### src/rtl/microseq_unit.sv
// microseq_unit: microprogram sequencer with a writable control store.
// Each cycle it fetches the control word for the next micro-PC and holds it in
// cs_q. The next address comes from the sequencing fields of the current word:
// sequential, jump, conditional branch or opcode dispatch.
// Optional feature macro: MICROSEQ_CALL_STACK_EN adds a 4-entry return stack
// for CALL/RET. When the macro is undefined, CALL/RET behave as SEQ and
// stack_err is tied low.
// Word layout (MSB->LSB): ctrl[CTRL_W], mode[3], csel[CSEL_W], next_addr[AW].
module microseq_unit #(
  parameter int    AW         = 5,
  parameter int    CTRL_W     = 30,
  parameter int    CSEL_W     = 2,
  parameter int    RESET_ADDR = 0,
  parameter string INIT_FILE  = ""
) (
  input  logic                          clk,
  input  logic                          rst_n,
  input  logic                          stall,
  input  logic [(2**CSEL_W)-1:0]        cond_in,
  input  logic [AW-1:0]                 dispatch_addr,
  input  logic                          wr_en,
  input  logic [AW-1:0]                 wr_addr,
  input  logic [CTRL_W+3+CSEL_W+AW-1:0] wr_data,
  output logic [CTRL_W-1:0]             ctrl_out,
  output logic [AW-1:0]                 upc_out,
  output logic                          valid,
  output logic                          stack_err
);

  localparam int WORD_W = CTRL_W + 3 + CSEL_W + AW;
  localparam int DEPTH  = 2**AW;

  localparam logic [AW-1:0] RST_A = AW'(RESET_ADDR);
  localparam logic [AW-1:0] ONE_A = AW'(1);

  localparam logic [2:0] M_SEQ  = 3'd0;
  localparam logic [2:0] M_JMP  = 3'd1;
  localparam logic [2:0] M_BR   = 3'd2;
  localparam logic [2:0] M_DISP = 3'd3;
`ifdef MICROSEQ_CALL_STACK_EN
  localparam logic [2:0] M_CALL = 3'd4;
  localparam logic [2:0] M_RET  = 3'd5;
`endif

  logic [WORD_W-1:0] store [DEPTH];
  logic [AW-1:0]     upc;
  logic [WORD_W-1:0] cs_q;
  logic [AW-1:0]     upc_inc;
  logic [AW-1:0]     next;

  // Sequencing fields of the word currently held in cs_q.
  logic [2:0]        mode_f;
  logic [CSEL_W-1:0] csel_f;
  logic [AW-1:0]     na_f;

  assign mode_f  = cs_q[AW+CSEL_W+2 -: 3];
  assign csel_f  = cs_q[AW+CSEL_W-1 -: CSEL_W];
  assign na_f    = cs_q[AW-1:0];
  assign upc_inc = upc + ONE_A;

  assign ctrl_out = cs_q[WORD_W-1 -: CTRL_W];
  assign upc_out  = upc;

`ifdef MICROSEQ_CALL_STACK_EN
  logic [AW-1:0] stk [4];
  logic [2:0]    sp;
  logic [1:0]    sp_top;
  logic          push;
  logic          pop;
  logic          err_set;

  assign sp_top = sp[1:0] - 2'd1;
`endif

  // Next-address selection from the current word's sequencing fields.
  always_comb begin
    next = upc_inc;
`ifdef MICROSEQ_CALL_STACK_EN
    push    = 1'b0;
    pop     = 1'b0;
    err_set = 1'b0;
`endif
    if (!valid) begin
      next = RST_A;
    end else begin
      case (mode_f)
        M_SEQ:  next = upc_inc;
        M_JMP:  next = na_f;
        M_BR:   next = cond_in[csel_f] ? na_f : upc_inc;
        M_DISP: next = dispatch_addr;
`ifdef MICROSEQ_CALL_STACK_EN
        M_CALL: begin
          next = na_f;
          // A call on a full stack still jumps, but the return is lost.
          if (sp == 3'd4) err_set = 1'b1;
          else            push    = 1'b1;
        end
        M_RET: begin
          if (sp == 3'd0) begin
            next    = RST_A;
            err_set = 1'b1;
          end else begin
            next = stk[sp_top];
            pop  = 1'b1;
          end
        end
`endif
        default: next = upc_inc;
      endcase
    end
  end

  // Fetch: advance upc and register the addressed word unless stalled.
  always_ff @(posedge clk) begin
    if (!rst_n) begin
      upc   <= RST_A;
      cs_q  <= '0;
      valid <= 1'b0;
    end else if (!stall) begin
      upc   <= next;
      cs_q  <= store[next];
      valid <= 1'b1;
    end
  end

  // Control-store write port; independent of stall, dropped during reset.
  // The fetch above reads the pre-write contents on a same-edge collision.
  always_ff @(posedge clk) begin
    if (rst_n && wr_en) store[wr_addr] <= wr_data;
  end

`ifdef MICROSEQ_CALL_STACK_EN
  // Return stack: push/pop on non-stalled cycles, sticky error flag.
  always_ff @(posedge clk) begin
    if (!rst_n) begin
      sp        <= 3'd0;
      stack_err <= 1'b0;
    end else if (!stall) begin
      if (push) begin
        stk[sp[1:0]] <= upc_inc;
        sp           <= sp + 3'd1;
      end else if (pop) begin
        sp <= sp - 3'd1;
      end
      if (err_set) stack_err <= 1'b1;
    end
  end
`else
  assign stack_err = 1'b0;
`endif

endmodule

### config.mk
export PLATFORM = sky130hd
export DESIGN_NAME = microseq_unit
export DESIGN_NICKNAME = d
export VERILOG_FILES = /design/src/rtl/microseq_unit.sv
export SDC_FILE = /design/constraint.sdc
export NUM_CORES = 2
export LEC_CHECK = 0
export ABC_CLOCK_PERIOD_IN_PS = 7540
export BUFFER_PORTS_ARGS = -buffer_cell sky130_fd_sc_hd__buf_2
export CORE_UTILIZATION = 66
export DETAILED_ROUTE_END_ITERATION = 16
export GPL_ROUTABILITY_DRIVEN = 1
export MAX_ROUTING_LAYER = met4
export PLACE_DENSITY = 0.84
export SLEW_MARGIN = 30
export SYNTH_ARGS = -nofsm -noshare
export SYNTH_HDL_FRONTEND = slang
export SYNTH_SLANG_ARGS = --single-unit
### constraint.sdc
create_clock -name clk -period 7.54 [get_ports clk]
set_input_delay 0.754 -clock clk [delete_from_list [all_inputs] [get_ports clk]]
set_output_delay 0.754 -clock clk [all_outputs]
set_load 0.05 [all_outputs]
==> summary.md <==
| Metric | Value |
|---|---|
| Status | `completed` |
| Adder-cell share of the synthesized area | `0.0240%` |
| Post-cts gate resize count | `0` |
| DRT Wirelength | `151 mm` |
| Final antenna-violating net count | `0` |
| Hold crit path type | `reg -> reg` |
| Synth Area in XOR/XNOR | `0.0504%` |
| Final Cycle Share | `69.5%` |
| Drt wl/cell | `31.1 um` |
| Setup bufs post-CTS | `0` |
| Power density cells | `269 mW/mm^2` |
| WS Path Type | `reg -> reg` |
| Worst-Margin Slew | `~1.1 ns` |
| Nets | `between 3,000 and 4,000` |
| Flops & latches, synth | `1,326` |
| Synth top area cells | `edfxtp_1, nand2_1, mux2i_1` |
| Slew Limit Headroom | `29.0%` |
| Initial antenna violation count | `9` |
| Cells after Synth | `3,671` |
| Yosys top cell area share | `73.8%` |
| Iter 0 DRT Violations | `about 6,600` |
| Largest net degree at the start of global routing | `169` |
| Area growth syn-to-layout | `10.9%` |
| Core Box Area | `0.0777 sq mm` |
| Post-synthesis mux area share | `roughly 4.2%` |
| Top post-synthesis cells by count | `edfxtp_1, nand2_1, a21oi_1` |
| Placed instance count | `4,620` |
| Vias/cell | `7.16` |
| First-pass iteration count of the detailed router | `12` |
| First-pass GRT wire length | `about 220 mm` |
| Combinational family with the most area after synthesis | `simple AND/OR/NAND/NOR gates` |
| Asr flop ratio synth | `0%` |
| Clock tree sinks | `1,326` |
| Leakage power | `19.5 nW` |
| Critical Path Fanout Max | `53` |
| Max_cap viols | `0` |
| Cell count of the worst reg-to-reg path | `11` |
| Final std cells w/o fill | `4,857` |
| Final core occ | `74.3%` |
| Simple logic cell fraction of the synthesized area | `10.2%` |
| Synthesized cell area | `~0.052 sq mm` |
| Critical path capture point type | `flop` |
| Die X | `around 280 um` |
| Root buf cell | `clkbuf_16` |
| Final Setup Violations | `0` |
| Number of flops mapped to enable cells by yosys | `1,280` |
| Post-synthesis compound-gate area fraction | `under 10%` |
| Syn Nets | `3,730` |
| Syn_area_per_cell | `14.2 sq um` |
| WP data required | `between 8 and 9 ns` |
| Clock Latency Late Sink | `0.70 ns` |
| Yosys warning count | `0` |
| RSZ-0062 raised after global routing | `false` |
| Fmax | `191 MHz` |
| H-tree depth | `3` |
| Seq/Total Area, Yosys | `75.6%` |
| GRT Util Overall | `about 38%` |
| Max clock buf depth | `3` |
| Num rows | `102` |
| Final Slew Violations | `0` |
| Routability cong. | `0.916` |
| Clock Skew | `slightly below 0.04 ns` |
| Hold Path Cell Cnt | `2` |
| Top Ports | `95` |
| DRC violations left | `0` |
| Initial Util | `67.0%` |
| GRT Residual Overflow | `0` |
| TritonCTS clock tree | `done` |
| Die Height | `roughly 280 um` |
| Max VDD drop | `0.217 mV` |
| Area leader, netlist | `edfxtp_1` |
| Post-DP HPWL | `79.4 mm` |
| Synth Flop Type | `edfxtp_1` |
| Port Buf Inserts | `93` |
| Clock slew at reported path FFs | `0.06 ns` |
| Die area | `0.0801 sq mm` |
| Via Count | `34,773` |
| Crit path time final | `approximately 5.2 ns` |
| Final hold vios | `0` |
| # hold bufs at CTS | `0` |
| Yosys cell types | `74` |
| Startpoint types | `flop` |
| CTS buffer count | `between 100 and 150` |
| Data arrival, critical path | `slightly below 6 ns` |
| Layout cells sized above 1 | `between 10% and 20%` |
| Number of global-route vias before repair | `roughly 34,000` |
| Final setup TNS | `0 ns` |
| Most common cell in the synthesized netlist | `edfxtp_1` |
-- per-layer routing --
layer  vias up  track usage [%]  part of all wire (%)
li1      13908                -                     -
met1     16709             48.6                    32
met2      3404             55.8                    45
met3       752             10.6                    16
met4         0             23.6                   7.1
met5         -                -                     0
-- registers in the layout (all words and copies together), names as in the netlist --
signal / count
cs_q: 40
store: 1280
valid: 1
upc_out: 5
-- final timing paths --
check / start / end / slack (ns)
worst max-delay path: cs_q[7] / cs_q[17] / 2.30
worst min-delay path: upc_out[1] / upc_out[1] / 0.55
worst max register to register: cs_q[7] / cs_q[17] / 2.30
worst min register to register: upc_out[1] / upc_out[1] / 0.55
-- through the flow --
| stage | instance area [sq um] | hold slack [ns] | worst slack, ns | total power [W] |
|---|---|---|---|---|
| 6_report | 57800 | 0.546 | 2.30 | 0.0155 |
| 5_1_grt | 57800 | 0.560 | 2.21 | 0.0159 |
| 4_1_cts | 57700 | 0.522 | 2.53 | 0.0155 |
| 3_5_place_dp | 53700 | 0.515 | 2.64 | 0.00949 |
| 3_3_place_gp | 53500 | 0.501 | 2.80 | 0.00945 |
| 2_1_floorplan | 52100 | 0.601 | 4.05 | 0.00910 |
-- where the power goes --
group	switching, W	total [W]	internal, W
clock network	0.00268	0.00614	0.00346
logic	0.000873	0.00120	0.000330
registers	0.0000571	0.00820	0.00814
total	0.00361	0.0155	0.0119
-- logic make-up (layout without fill, tap and decap cells) --
group,after synthesis,count (layout)
XOR/XNOR,3,3
multiplexers,213,213
adder cells (fa/ha/maj),1,1
other,1,9
flip-flops,1326,1326
buffers and inverters,267,405
AO/OA/AOI/OAI,633,633
AND/OR/NAND/NOR,1227,1227
-- placed cells by master (no fill, tap or decap), types with 41 or more instances in the layout --
master	n
edfxtp_1	1280
nand2_1	829
a21oi_1	293
nand3_1	205
mux2i_1	205
clkbuf_16	121
buf_2	92
buf_4	65
o22ai_1	57
a31oi_1	55
nand4_1	48
dfxtp_1	46
o21ai_0	41
-- critical path, cell delays in order (launching register included) --
cell      delay, ns
dfxtp_1        0.83
o21bai_1       0.25
a21oi_1        0.49
o311ai_0       0.36
nand2_4        0.57
buf_4          0.62
nand3_2        0.77
buf_4          0.56
o22ai_1        0.22
a31oi_1        0.09
a21oi_1        0.24
a21o_1         0.12
-- layout make-up --
cell class                      instances  area [sq um]
Tap cell                             1040          1300
Fill cell                            4155         20000
Clock inverter                         51           499
Antenna cell                            8          20.0
Timing Repair Buffer                  168          1220
Sequential cell                      1326         39400
Inverter                                8          30.0
Multi-Input combinational cell       2078         11800
Clock buffer                          178          3500
Note: power is estimated with default switching activity, not from simulation.
